**src/rtl/sram_1p_march_bist_ctrl_pkg.sv**
```systemverilog
// Shared types for the SRAM March C- BIST engine: FSM state encoding and the march element table.
package sram_bist_pkg;

  typedef enum logic [3:0] {
    S_IDLE, S_M0, S_M1, S_M2, S_M3, S_M4, S_M5, S_DRAIN, S_DONE
  } state_e;

  // One march element: address direction, which ops it carries, read-expect and write background.
  typedef struct packed {
    logic down;
    logic has_rd;
    logic has_wr;
    logic rd_val;
    logic wr_val;
  } march_elem_t;

  // Indexed by state_e; non-march states carry an all-zero element (up, no ops).
  localparam march_elem_t MARCH_TBL [16] = '{
    '0,                                    // IDLE
    '{1'b0, 1'b0, 1'b1, 1'b0, 1'b0},       // M0 up(w0)
    '{1'b0, 1'b1, 1'b1, 1'b0, 1'b1},       // M1 up(r0,w1)
    '{1'b0, 1'b1, 1'b1, 1'b1, 1'b0},       // M2 up(r1,w0)
    '{1'b1, 1'b1, 1'b1, 1'b0, 1'b1},       // M3 down(r0,w1)
    '{1'b1, 1'b1, 1'b1, 1'b1, 1'b0},       // M4 down(r1,w0)
    '{1'b0, 1'b1, 1'b0, 1'b0, 1'b0},       // M5 up(r0)
    '0, '0, '0, '0, '0, '0, '0, '0, '0
  };

endpackage

```
**src/rtl/sram_1p_march_bist_ctrl_if.sv**
```systemverilog
// Control/result and macro BIST-port signals of the March BIST engine.
interface sram_1p_march_bist_ctrl_if #(
  parameter int P_ADDR_WIDTH = 12,
  parameter int P_DATA_WIDTH = 8
);
  logic                    start;
  logic                    busy;
  logic                    done;
  logic                    pass;
  logic                    fail;
  logic [P_ADDR_WIDTH-1:0] fail_addr;
  logic [P_DATA_WIDTH-1:0] fail_data;
  logic                    A_BIST_EN;
  logic                    A_BIST_MEN;
  logic                    A_BIST_WEN;
  logic                    A_BIST_REN;
  logic [P_ADDR_WIDTH-1:0] A_BIST_ADDR;
  logic [P_DATA_WIDTH-1:0] A_BIST_DIN;
  logic [P_DATA_WIDTH-1:0] A_BIST_BM;
  logic [P_DATA_WIDTH-1:0] A_DOUT;

  modport master (
    input  start, A_DOUT,
    output busy, done, pass, fail, fail_addr, fail_data,
           A_BIST_EN, A_BIST_MEN, A_BIST_WEN, A_BIST_REN,
           A_BIST_ADDR, A_BIST_DIN, A_BIST_BM
  );

  modport slave (
    output start, A_DOUT,
    input  busy, done, pass, fail, fail_addr, fail_data,
           A_BIST_EN, A_BIST_MEN, A_BIST_WEN, A_BIST_REN,
           A_BIST_ADDR, A_BIST_DIN, A_BIST_BM
  );
endinterface

```
**src/rtl/sram_1p_march_bist_ctrl_addr_gen.sv**
```systemverilog
// Loadable up/down address counter; o_tc flags the last address of the current direction.
module sram_bist_addr_gen #(
  parameter int P_ADDR_WIDTH = 12
) (
  input  logic                    A_CLK,
  input  logic                    A_RST,
  input  logic                    i_load,
  input  logic                    i_load_down,
  input  logic                    i_step,
  input  logic                    i_down,
  output logic [P_ADDR_WIDTH-1:0] o_addr,
  output logic                    o_tc
);
  logic [P_ADDR_WIDTH-1:0] r_addr;

  always_ff @(posedge A_CLK or posedge A_RST) begin
    if (A_RST)       r_addr <= '0;
    else if (i_load) r_addr <= i_load_down ? '1 : '0;
    else if (i_step) r_addr <= i_down ? r_addr - 1'b1 : r_addr + 1'b1;
  end

  assign o_addr = r_addr;
  assign o_tc   = i_down ? (r_addr == '0) : (r_addr == '1);
endmodule

```
**src/rtl/sram_1p_march_bist_ctrl.sv**
```systemverilog
// March C- BIST engine for a 1P SRAM macro BIST port: FSM, pipelined read compare, result flags.
// Optional SRAM_BIST_FAIL_LOG_EN captures address/data of the first mismatch.
module sram_1p_march_bist_ctrl
  import sram_bist_pkg::*;
#(
  parameter int P_ADDR_WIDTH = 12,
  parameter int P_DATA_WIDTH = 8
) (
  input  logic                       A_CLK,
  input  logic                       A_RST,
  sram_1p_march_bist_ctrl_if.master  bus
);
  state_e                  r_state, w_nxt_state;
  logic                    r_ph, w_nxt_ph;
  logic                    w_load, w_step, w_tc, w_start;
  logic                    w_nxt_op, w_nxt_rd, w_nxt_wr, w_nxt_busy;
  logic [P_ADDR_WIDTH-1:0] w_addr;
  logic                    r_busy, r_men, r_wen, r_done, r_pass, r_fail, r_exp;
  logic [1:0]              r_vld_pipe;
  logic [P_DATA_WIDTH-1:0] r_din, r_bm;
  logic                    w_mis;

  assign w_start = bus.start && (r_state == S_IDLE || r_state == S_DONE);

  always_comb begin
    w_nxt_state = r_state;
    w_nxt_ph    = 1'b0;
    w_load      = 1'b0;
    w_step      = 1'b0;
    case (r_state)
      S_IDLE, S_DONE: if (bus.start) begin
        w_nxt_state = S_M0;
        w_load      = 1'b1;
      end
      S_DRAIN: w_nxt_state = S_DONE;
      default: begin
        // Two-op elements spend a read then a write cycle on the same address.
        if (MARCH_TBL[r_state].has_rd && MARCH_TBL[r_state].has_wr && !r_ph)
          w_nxt_ph = 1'b1;
        else if (w_tc) begin
          w_nxt_state = state_e'(r_state + 4'd1);
          w_load      = 1'b1;
        end else
          w_step = 1'b1;
      end
    endcase
  end

  assign w_nxt_op   = w_nxt_state inside {S_M0, S_M1, S_M2, S_M3, S_M4, S_M5};
  assign w_nxt_rd   = w_nxt_op && MARCH_TBL[w_nxt_state].has_rd && !w_nxt_ph;
  assign w_nxt_wr   = w_nxt_op && MARCH_TBL[w_nxt_state].has_wr && !w_nxt_rd;
  assign w_nxt_busy = w_nxt_op || (w_nxt_state == S_DRAIN);

  sram_bist_addr_gen #(.P_ADDR_WIDTH(P_ADDR_WIDTH)) u_addr (
    .A_CLK       (A_CLK),
    .A_RST       (A_RST),
    .i_load      (w_load),
    .i_load_down (MARCH_TBL[w_nxt_state].down),
    .i_step      (w_step),
    .i_down      (MARCH_TBL[r_state].down),
    .o_addr      (w_addr),
    .o_tc        (w_tc)
  );

  // Stage 1 of the valid pipe is the cycle A_DOUT holds the read issued one cycle earlier.
  assign w_mis = r_vld_pipe[1] && (bus.A_DOUT != {P_DATA_WIDTH{r_exp}});

  always_ff @(posedge A_CLK or posedge A_RST) begin
    if (A_RST) begin
      r_state    <= S_IDLE;
      r_ph       <= 1'b0;
      r_busy     <= 1'b0;
      r_men      <= 1'b0;
      r_wen      <= 1'b0;
      r_vld_pipe <= '0;
      r_din      <= '0;
      r_bm       <= '0;
      r_exp      <= 1'b0;
      r_done     <= 1'b0;
      r_pass     <= 1'b0;
      r_fail     <= 1'b0;
    end else begin
      r_state    <= w_nxt_state;
      r_ph       <= w_nxt_ph;
      r_busy     <= w_nxt_busy;
      r_men      <= w_nxt_op;
      r_wen      <= w_nxt_wr;
      r_vld_pipe <= {r_vld_pipe[0], w_nxt_rd};
      r_din      <= {P_DATA_WIDTH{w_nxt_wr && MARCH_TBL[w_nxt_state].wr_val}};
      r_bm       <= {P_DATA_WIDTH{w_nxt_busy}};
      r_exp      <= MARCH_TBL[r_state].rd_val;
      r_done     <= (w_nxt_state == S_DONE);
      // Entering DONE also folds in the compare of the final M5 read.
      r_pass     <= (w_nxt_state == S_DONE) && !(r_fail || w_mis);
      if (w_start)    r_fail <= 1'b0;
      else if (w_mis) r_fail <= 1'b1;
    end
  end

`ifdef SRAM_BIST_FAIL_LOG_EN
  logic [P_ADDR_WIDTH-1:0] r_cmp_addr, r_fail_addr;
  logic [P_DATA_WIDTH-1:0] r_fail_data;

  always_ff @(posedge A_CLK or posedge A_RST) begin
    if (A_RST) begin
      r_cmp_addr  <= '0;
      r_fail_addr <= '0;
      r_fail_data <= '0;
    end else begin
      r_cmp_addr <= w_addr;
      if (w_start) begin
        r_fail_addr <= '0;
        r_fail_data <= '0;
      end else if (w_mis && !r_fail) begin
        r_fail_addr <= r_cmp_addr;
        r_fail_data <= bus.A_DOUT;
      end
    end
  end

  assign bus.fail_addr = r_fail_addr;
  assign bus.fail_data = r_fail_data;
`else
  assign bus.fail_addr = '0;
  assign bus.fail_data = '0;
`endif

  assign bus.busy        = r_busy;
  assign bus.done        = r_done;
  assign bus.pass        = r_pass;
  assign bus.fail        = r_fail;
  assign bus.A_BIST_EN   = r_busy;
  assign bus.A_BIST_MEN  = r_men;
  assign bus.A_BIST_WEN  = r_wen;
  assign bus.A_BIST_REN  = r_vld_pipe[0];
  assign bus.A_BIST_ADDR = w_addr;
  assign bus.A_BIST_DIN  = r_din;
  assign bus.A_BIST_BM   = r_bm;
endmodule

```
**src/flat_wrapper.sv**
```systemverilog
// flat-port wrapper written by rule: the top's interface ports become plain ports
module sram_1p_march_bist_ctrl_flat import sram_bist_pkg::*;
#(
  parameter int P_ADDR_WIDTH = 12,
  parameter int P_DATA_WIDTH = 8
)
  (A_CLK, A_RST, bus_start, bus_A_DOUT, bus_busy, bus_done, bus_pass, bus_fail, bus_fail_addr, bus_fail_data, bus_A_BIST_EN, bus_A_BIST_MEN, bus_A_BIST_WEN, bus_A_BIST_REN, bus_A_BIST_ADDR, bus_A_BIST_DIN, bus_A_BIST_BM);
  sram_1p_march_bist_ctrl_if #(.P_ADDR_WIDTH(P_ADDR_WIDTH), .P_DATA_WIDTH(P_DATA_WIDTH)) bus_i ();
  input  logic A_CLK;
  input  logic A_RST;
  input wire logic [$bits(bus_i.start)-1:0] bus_start;
  input wire logic [$bits(bus_i.A_DOUT)-1:0] bus_A_DOUT;
  output wire logic [$bits(bus_i.busy)-1:0] bus_busy;
  output wire logic [$bits(bus_i.done)-1:0] bus_done;
  output wire logic [$bits(bus_i.pass)-1:0] bus_pass;
  output wire logic [$bits(bus_i.fail)-1:0] bus_fail;
  output wire logic [$bits(bus_i.fail_addr)-1:0] bus_fail_addr;
  output wire logic [$bits(bus_i.fail_data)-1:0] bus_fail_data;
  output wire logic [$bits(bus_i.A_BIST_EN)-1:0] bus_A_BIST_EN;
  output wire logic [$bits(bus_i.A_BIST_MEN)-1:0] bus_A_BIST_MEN;
  output wire logic [$bits(bus_i.A_BIST_WEN)-1:0] bus_A_BIST_WEN;
  output wire logic [$bits(bus_i.A_BIST_REN)-1:0] bus_A_BIST_REN;
  output wire logic [$bits(bus_i.A_BIST_ADDR)-1:0] bus_A_BIST_ADDR;
  output wire logic [$bits(bus_i.A_BIST_DIN)-1:0] bus_A_BIST_DIN;
  output wire logic [$bits(bus_i.A_BIST_BM)-1:0] bus_A_BIST_BM;
  assign bus_i.start = bus_start;
  assign bus_i.A_DOUT = bus_A_DOUT;
  assign bus_busy = bus_i.busy;
  assign bus_done = bus_i.done;
  assign bus_pass = bus_i.pass;
  assign bus_fail = bus_i.fail;
  assign bus_fail_addr = bus_i.fail_addr;
  assign bus_fail_data = bus_i.fail_data;
  assign bus_A_BIST_EN = bus_i.A_BIST_EN;
  assign bus_A_BIST_MEN = bus_i.A_BIST_MEN;
  assign bus_A_BIST_WEN = bus_i.A_BIST_WEN;
  assign bus_A_BIST_REN = bus_i.A_BIST_REN;
  assign bus_A_BIST_ADDR = bus_i.A_BIST_ADDR;
  assign bus_A_BIST_DIN = bus_i.A_BIST_DIN;
  assign bus_A_BIST_BM = bus_i.A_BIST_BM;
  sram_1p_march_bist_ctrl #(.P_ADDR_WIDTH(P_ADDR_WIDTH), .P_DATA_WIDTH(P_DATA_WIDTH)) u_core (.A_CLK(A_CLK), .A_RST(A_RST), .bus(bus_i));
endmodule
```
**config.mk**
```make
export PLATFORM = sky130hd
export DESIGN_NAME = sram_1p_march_bist_ctrl_flat
export DESIGN_NICKNAME = d
export VERILOG_FILES = /design/src/rtl/sram_1p_march_bist_ctrl_pkg.sv /design/src/rtl/sram_1p_march_bist_ctrl_if.sv /design/src/rtl/sram_1p_march_bist_ctrl_addr_gen.sv /design/src/rtl/sram_1p_march_bist_ctrl.sv /design/src/flat_wrapper.sv
export SDC_FILE = /design/constraint.sdc
export NUM_CORES = 1
export LEC_CHECK = 0
export ABC_AREA = 1
export BUFFER_PORTS_ARGS = -buffer_cell sky130_fd_sc_hd__buf_2
export CAP_MARGIN = 20
export CORE_ASPECT_RATIO = 0.75
export CORE_MARGIN = 3
export CORE_UTILIZATION = 48
export CTS_CLUSTER_SIZE = 8
export DETAILED_ROUTE_END_ITERATION = 6
export GPL_TIMING_DRIVEN = 0
export PLACE_DENSITY_LB_ADDON = 0.15
export SYNTH_ARGS = -nofsm -noshare
export SYNTH_HDL_FRONTEND = slang
export SYNTH_SLANG_ARGS = --single-unit
```
**constraint.sdc**
```tcl
create_clock -name A_CLK -period 2.4 [get_ports A_CLK]
set_clock_uncertainty 0.15 [all_clocks]
set_input_delay 0.12 -clock A_CLK [delete_from_list [all_inputs] [get_ports A_CLK]]
set_output_delay 0.12 -clock A_CLK [all_outputs]
set_load 0.01 [all_outputs]
```
# ---- Yosys cells after proc, flatten, opt, wreduce, memory -nomap -nowiden
# Memory sizes are Yosys's and may differ from the RTL's.
# Cells that the tools add are included.
dict set report word_totals {
  register_bits 28
  latch_bits 0
  mem_bits_rw 0
  rom_bits 160
  inputBits 11
  out_inout_bits 56
  elab_cells 82
  n_memories 2
}
# memory words width rd rd_clocked_by_memory_dff wr line_no
set memory_table {}
lappend memory_table {{(no name shown)} 16 5 1 0 0 sram_1p_march_bist_ctrl.sv:60} ;# .i_down (MARCH_TBL[r_state].down),
lappend memory_table {{(no name shown)} 16 5 1 0 0 sram_1p_march_bist_ctrl.sv:58} ;# .i_load_down (MARCH_TBL[w_nxt_state].down),
dict set report op_classes {
  addsub 3
  multipliers 0
  n_div 0
  order_cmp 2
  n_eq_ne 12
  shifts 0
  n_mux 24
  bitwise_logic 2
  n_reduce_logical 24
}
# cell count
set op_table {}
lappend op_table {{2-to-1 mux 12 bit} 4}
lappend op_table {{== test 4 x 3 -> 1 bit, second input constant} 5}
lappend op_table {{2-to-1 mux 5 bit} 4}
lappend op_table {{adder 12 x 1 -> 12 bit, second input constant} 1}
lappend op_table {{== test 12 bit, second input constant} 1}
lappend op_table {{zero test 12 bit} 1}
lappend op_table {{2-to-1 mux 4 bit} 3}
lappend op_table {{subtractor 12 x 1 -> 12 bit, second input constant} 1}
lappend op_table {{2-to-1 mux 1 bit} 11}
lappend op_table {{>= comparator 5 bit, second input constant} 2}
lappend op_table {{logical AND 1 bit} 10}
lappend op_table {{NOT 4 -> 5 bit} 2}
lappend op_table {{== test 4 x 2 -> 1 bit, second input constant} 2}
lappend op_table {{== test 4 bit, second input constant} 2}
lappend op_table {{!= test 8 bit} 1}
lappend op_table {{one-hot mux 4 bit (2 select lines)} 1}
lappend op_table {{nonzero test 6 bit} 1}
lappend op_table {{adder 4 x 1 -> 4 bit, second input constant} 1}
lappend op_table {{== test 4 x 1 -> 1 bit, second input constant} 1}
lappend op_table {{zero test 1 bit} 4}
lappend op_table {{zero test 4 bit} 1}
lappend op_table {{nonzero test 2 bit} 2}
lappend op_table {{logical OR 1 bit} 3}
lappend op_table {{OR reduction 3 bit} 1}
lappend op_table {{other kinds (2)} 2}

# ---- Longest topological paths before layout
dict set report logic_depth {
  word_depth 17
  depth_mapped 16
  depth_no_buf 15
}

# ---- By module
# A second synthesis with hierarchy kept.
dict set report unflattened {
  hier_cells 308
  hier_area_um2 2283.4
}
# module n_inst cells_per_inst area_per_inst_um2 seq_area_each_um2
set by_module_without_submodules {}
lappend by_module_without_submodules {sram_1p_march_bist_ctrl 1 153 1208.7 375.4}
lappend by_module_without_submodules {sram_bist_addr_gen 1 155 1074.8 300.3}

# ---- Worst setup path before layout
# Ideal clock, no wire load.
dict set report synth_path {
  kind {register to register}
  start {register u_core.r_state[1]}
  end {register u_core.u_addr.r_addr[10] (netlist: u_core.u_addr.o_addr[10])}
  setup_ns 0.113
  arrival_time_ns 2.013
  required_ns 2.137
  setup_slack_ns 0.124
  path_stages_with_launch 15
  n_path_buf 0
  synth_period_minus_slack_ns 2.276
  cell_sequence {dfrtp_1 inv_1 nand3_4 inv_2 ha_1 a21oi_1 o21ai_0 nand2_1 o211ai_1 nand3_1 nand3_1 nand3_1 nand3_1 nand2_1 inv_1}
}
dict set report synth_between {
  elab_chain_len 14
  word_cells_on_any_way 32
  classes_between {1 x add/sub; 2 x eq/ne; 19 x mux; 2 x bitwise; 6 x reduce/logical; 2 x memory}
}
# item line_no
set synth_rtl {}
lappend synth_rtl {{from (decl)} sram_1p_march_bist_ctrl.sv:13} ;# state_e r_state, w_nxt_state;
lappend synth_rtl {{from (signal assigned)} sram_1p_march_bist_ctrl.sv:83} ;# r_state <= w_nxt_state;
lappend synth_rtl {{NOT 4 -> 5 bit (implied by the code)} {sram_1p_march_bist_ctrl.sv:38, sram_1p_march_bist_ctrl.sv:60}}
lappend synth_rtl {{memory (16 x 5 bit)} n/a}
lappend synth_rtl {{2-to-1 mux 5 bit (implied by the code) (2 in series)} sram_1p_march_bist_ctrl.sv:38} ;# if (MARCH_TBL[r_state].has_rd && MARCH_TBL[r_state].has_wr && !r_ph)
lappend synth_rtl {{2-to-1 mux 1 bit / logical AND 1 bit (equally long branches)} {sram_1p_march_bist_ctrl_addr_gen.sv:23, sram_1p_march_bist_ctrl.sv:38}}
lappend synth_rtl {{2-to-1 mux 4 bit / logical AND 1 bit (equally long branches)} {sram_1p_march_bist_ctrl.sv:40, sram_1p_march_bist_ctrl.sv:38}}
lappend synth_rtl {{2-to-1 mux 4 bit} sram_1p_march_bist_ctrl.sv:38}
lappend synth_rtl {{one-hot mux 4 bit (2 select lines)} sram_1p_march_bist_ctrl.sv:30} ;# case (r_state)
lappend synth_rtl {{NOT 4 -> 5 bit (implied by the code)} sram_1p_march_bist_ctrl.sv:58}
lappend synth_rtl {{memory (16 x 5 bit)} n/a}
lappend synth_rtl {{2-to-1 mux 5 bit (2 in series)} n/a}
lappend synth_rtl {{2-to-1 mux 12 bit (2 in series)} sram_1p_march_bist_ctrl_addr_gen.sv:18} ;# else if (i_load) r_addr <= i_load_down ? '1 : '0;
lappend synth_rtl {{to (signal assigned)} sram_1p_march_bist_ctrl_addr_gen.sv:18}
lappend synth_rtl {{to (signal assigned)} sram_1p_march_bist_ctrl_addr_gen.sv:19} ;# else if (i_step) r_addr <= i_down ? r_addr - 1'b1 : r_addr + 1'b1;
lappend synth_rtl {{to (decl)} sram_1p_march_bist_ctrl_addr_gen.sv:14} ;# logic [P_ADDR_WIDTH-1:0] r_addr;
# Several ways; a longest one is shown, not always the timed one. The select of a mux whose other input is x is not followed.
# A chain may end at the register's enable or synchronous reset.

# ---- Worst setup path after layout
# Ends and elaborated chain as after synthesis.

==> out/results.md <==
| Quantity | This run |
| --- | --- |
| Run status | complete, no violations |
| Violation count after the first detailed-route iteration | 197 |
| Maximum number of pins on one net before global-route repair | 28 |
| First-pass GRT wire length | 8840 um |
| Period minus WS final | 2.27 ns |
| Total of buffers placed on input and output ports | 46 |
| Count of max-cap constraint violations | 0 |
| Startpoint type of the worst setup path | flop |
| Synth Area in Simple Gates | 36.0% |
| Wirelength, routed | 5890 um |
| Number of antenna violations at the first check in global routing | 0 |
| Synth unique cells | 37 |
| Drt drc | 0 |
| Fraction of synthesized cell area in xor and xnor cells | 2.13% |
| Placement row count | 21 |
| Number of filler instances in the final layout | 419 |
| Worst hold slack | 0.0326 ns |
| GPL Wtd Cong | 0.902 |
| Via count | 2328 |
| Data arrival time of the worst path | 2.31 ns |
| Hold violation total from the final report | 0 |
| Nets | 449 |
| Share of the yosys chip area belonging to registers | 27.4% |
| Max FO, Critical Path | 12 |
| DIE AREA | 6030 sq um |
| Maximum frequency from static timing analysis | 441 MHz |
| Multiplexer fraction of the synthesized cell area | 0% |
| RSZ-0062 raised after global routing | true |
| Share of layout cells above drive strength 1 | 37.2% |
| Core Area | 4700 sq um |
| Share of the clock period used by the worst path | 94.5% |
| Fraction of the mapped netlist area in adder cells | 7.93% |
| Detailed-route vias per instance | 4.86 |
| Nature of the critical path endpoint | flop |
| Worst path required time | 2.44 ns |
| Clock insertion delay at the later pin of the skew report | 0.28 ns |
| Fin util | 66.1% |
| Yosys warns | 0 |
| Synthesized area per cell | 7.18 sq um |
| Synthesized area | 2460 sq um |
| Number of buffers created by CTS | 3 |
| Share of the synthesized area in compound gates (AO/OA/AOI/OAI) | 7.93% |
| Post-Synthesis Cells | 343 |
| Final antenna diode count | 0 |
| Initial core utilization | 52.4% |
| IR Drop Worst-Case VDD | 0.000543 V |
| Total iterations of the first detailed-routing run | 7 |
| Average detailed-routed wire length per instance | 12.3 um |
| Total congestion overflow | 0 |
| Number of buffers between clock root and the deepest sink | 2 |
| Die Height | 68.0 um |
| I/O pin cnt | 67 |
| Clk sink count | 27 |
| Vias in the first global route | 1796 |
| Flip-flop and latch count after synthesis | 27 |
| Ratio of total power to cell area | 552 nW/um^2 |
| Area added between synthesis and finish | 26.3% |
| Half-perimeter wire length after detailed placement | 4540 um |
| Root Buffer | sky130_fd_sc_hd__clkbuf_8 |
| Final setup fails | 0 |
| DP Area | 2840 sq um |
| Overall Global Routing Usage | 19.1% |
| ANT nets after route | 0 |
| Pleak | 1.78 nW |
| H-tree Lvls | 1 |
| Clock tree from TritonCTS | yes |
| Combinational family with the most area after synthesis | simple AND/OR/NAND/NOR gates |
| WS Path Type | reg2reg |
| Kind of path behind the tightest hold check | in2reg |
| Pins over their slew limit | 0 |
| Worst-path clk slew | 0.10 ns |
| Die extent in x | 88.7 um |
| Summed area of non-filler cells in the final layout | 3110 sq um |
==> logic make-up after synthesis <==
group                      count (synthesis)
DFF                                       27
AOI/OAI and AO/OA                         33
buffers and inverters                     82
and+or+nand+nor                          179
adders and majority gates                 15
other                                      1
xor gates and xnor gates                   6
==> cell usage in the layout (no fill, tap or decap), types with 5 or more instances in the layout <==
| cell type | count |
|---|---|
| sky130_fd_sc_hd__or2_2 | 8 |
| sky130_fd_sc_hd__nor2_1 | 35 |
| sky130_fd_sc_hd__nand2_1 | 74 |
| sky130_fd_sc_hd__inv_1 | 35 |
| sky130_fd_sc_hd__inv_2 | 6 |
| sky130_fd_sc_hd__o21ai_0 | 7 |
| sky130_fd_sc_hd__buf_2 | 46 |
| sky130_fd_sc_hd__ha_4 | 6 |
| sky130_fd_sc_hd__a21oi_1 | 9 |
| sky130_fd_sc_hd__conb_1 | 20 |
| sky130_fd_sc_hd__nand2_2 | 6 |
| sky130_fd_sc_hd__dfrtp_1 | 21 |
| sky130_fd_sc_hd__ha_1 | 8 |
| sky130_fd_sc_hd__dfrtp_2 | 6 |
| sky130_fd_sc_hd__buf_4 | 45 |
| sky130_fd_sc_hd__nand3_1 | 32 |
| sky130_fd_sc_hd__nand3_2 | 5 |
==> cell usage after synthesis (all sizes together) <==
cell type	count	area, sq um
a21o	1	7.51
a21oi	15	86.3
a31oi	2	12.5
and2	1	7.51
buf	38	289
clkinv	1	3.75
conb	1	3.75
dfrtp	27	676
fa	1	20.0
ha	14	175
inv	43	161
nand2	82	338
nand3	38	228
nand3b	1	20.0
nand4	5	46.3
nor2	40	170
nor3	3	20.0
nor4	1	6.26
o211ai	1	7.51
o21a	1	7.51
o21ai	11	58.8
o31ai	2	15.0
or2	8	50.1
xnor2	2	17.5
xor2	4	35.0
==> final cells by class <==
class / count / area [sq um] / share of cell area (%)
repair buffers: 56 / 328 / 10.5
clock buffers: 3 / 41.3 / 1.33
well taps: 57 / 71.3 / 2.29
flip-flops and latches: 27 / 683 / 22.0
plain buffers: 38 / 289 / 9.29
multi-input cells: 253 / 1510 / 48.7
inverters: 44 / 175 / 5.63
clock inverters: 1 / 8.76 / 0.282
==> worst paths after layout <==
check | end | depth (start not counted) | from | slack [ns]
worst max-delay path | u_core.u_addr.o_addr[10] | 15 | u_core.r_state[1] | 0.13
min in group asynchronous | u_core.bus.A_BIST_WEN | 3 | A_RST | 0.19
max in group asynchronous | u_core.r_state[3] | 4 | A_RST | 1.48
worst max register to register | u_core.u_addr.o_addr[10] | 15 | u_core.r_state[1] | 0.13
worst min register to register | u_core.r_vld_pipe[1] | 0 | u_core.r_vld_pipe[0] | 0.24
worst min-delay path | u_core.r_state[0] | 3 | bus_start | 0.03
==> what timing repair did <==
item                                   in CTS  in global routing
setup endpoints to repair                   9                 14
gates resized for setup                    10                 23
pin swaps                                   0                  6
buffers inserted                            0                  8
cloned                                      0                  0
hold buffers                                1                  0
endpoints found under the hold margin      27                  0
==> state kept, by name, summed over array words and instances, names as in the netlist <==
signal / flops
u_core.bus.A_BIST_DIN: 1
u_core.bus.A_BIST_EN: 1
u_core.bus.A_BIST_MEN: 1
u_core.bus.A_BIST_WEN: 1
u_core.bus.done: 1
u_core.bus.fail: 1
u_core.bus.pass: 1
u_core.r_exp: 1
u_core.r_ph: 1
u_core.r_state: 4
u_core.r_vld_pipe: 2
u_core.u_addr.o_addr: 12
==> stage by stage <==
| stage | setup TNS (ns) | power, mW | cells | setup WS, ns |
|---|---|---|---|---|
| after floorplan | 0 | 1.10 | 362 | 0.124 |
| final | 0 | 1.72 | 479 | 0.131 |
| after detailed placement | -1.13 | 1.29 | 465 | -0.242 |
| after CTS | 0 | 1.58 | 470 | 0.0148 |
| after global routing | -0.0591 | 1.84 | 479 | -0.0591 |
| after global placement | -1.08 | 1.28 | 465 | -0.226 |
==> per-layer routing <==
| metal | wire length (um) | vias up | GRT usage (%) |
|---|---|---|---|
| met5 | 0 | - | 0 |
| met1 | 2890 | 1024 | 31.3 |
| met4 | 38 | 0 | 2.26 |
| met2 | 2480 | 96 | 26.2 |
| li1 | - | 1204 | - |
| met3 | 473 | 4 | 3.25 |
==> power by group <==
group	switching (mW)	internal (mW)	total, mW
Combinational	0.414	0.350	0.763
Clock	0.158	0.122	0.280
Sequential	0.149	0.524	0.673
Total	0.720	0.996	1.72
==> worst max-delay path, stage by stage (launching register included) <==
cell and delay [ns]:
sky130_fd_sc_hd__dfrtp_2 0.43, sky130_fd_sc_hd__inv_4 0.07, sky130_fd_sc_hd__nand3_4 0.13, sky130_fd_sc_hd__inv_8 0.09, sky130_fd_sc_hd__ha_4 0.30, sky130_fd_sc_hd__nand2_1 0.10, sky130_fd_sc_hd__o21ai_2 0.17, sky130_fd_sc_hd__nand2_1 0.07
sky130_fd_sc_hd__o211ai_1 0.16, sky130_fd_sc_hd__nand3_1 0.14, sky130_fd_sc_hd__nand2_1 0.08, sky130_fd_sc_hd__nand2_1 0.04, sky130_fd_sc_hd__nand3_1 0.06, sky130_fd_sc_hd__nand3_1 0.08, sky130_fd_sc_hd__nand2_1 0.06, sky130_fd_sc_hd__inv_1 0.03
(Power assumes the default switching activity.)
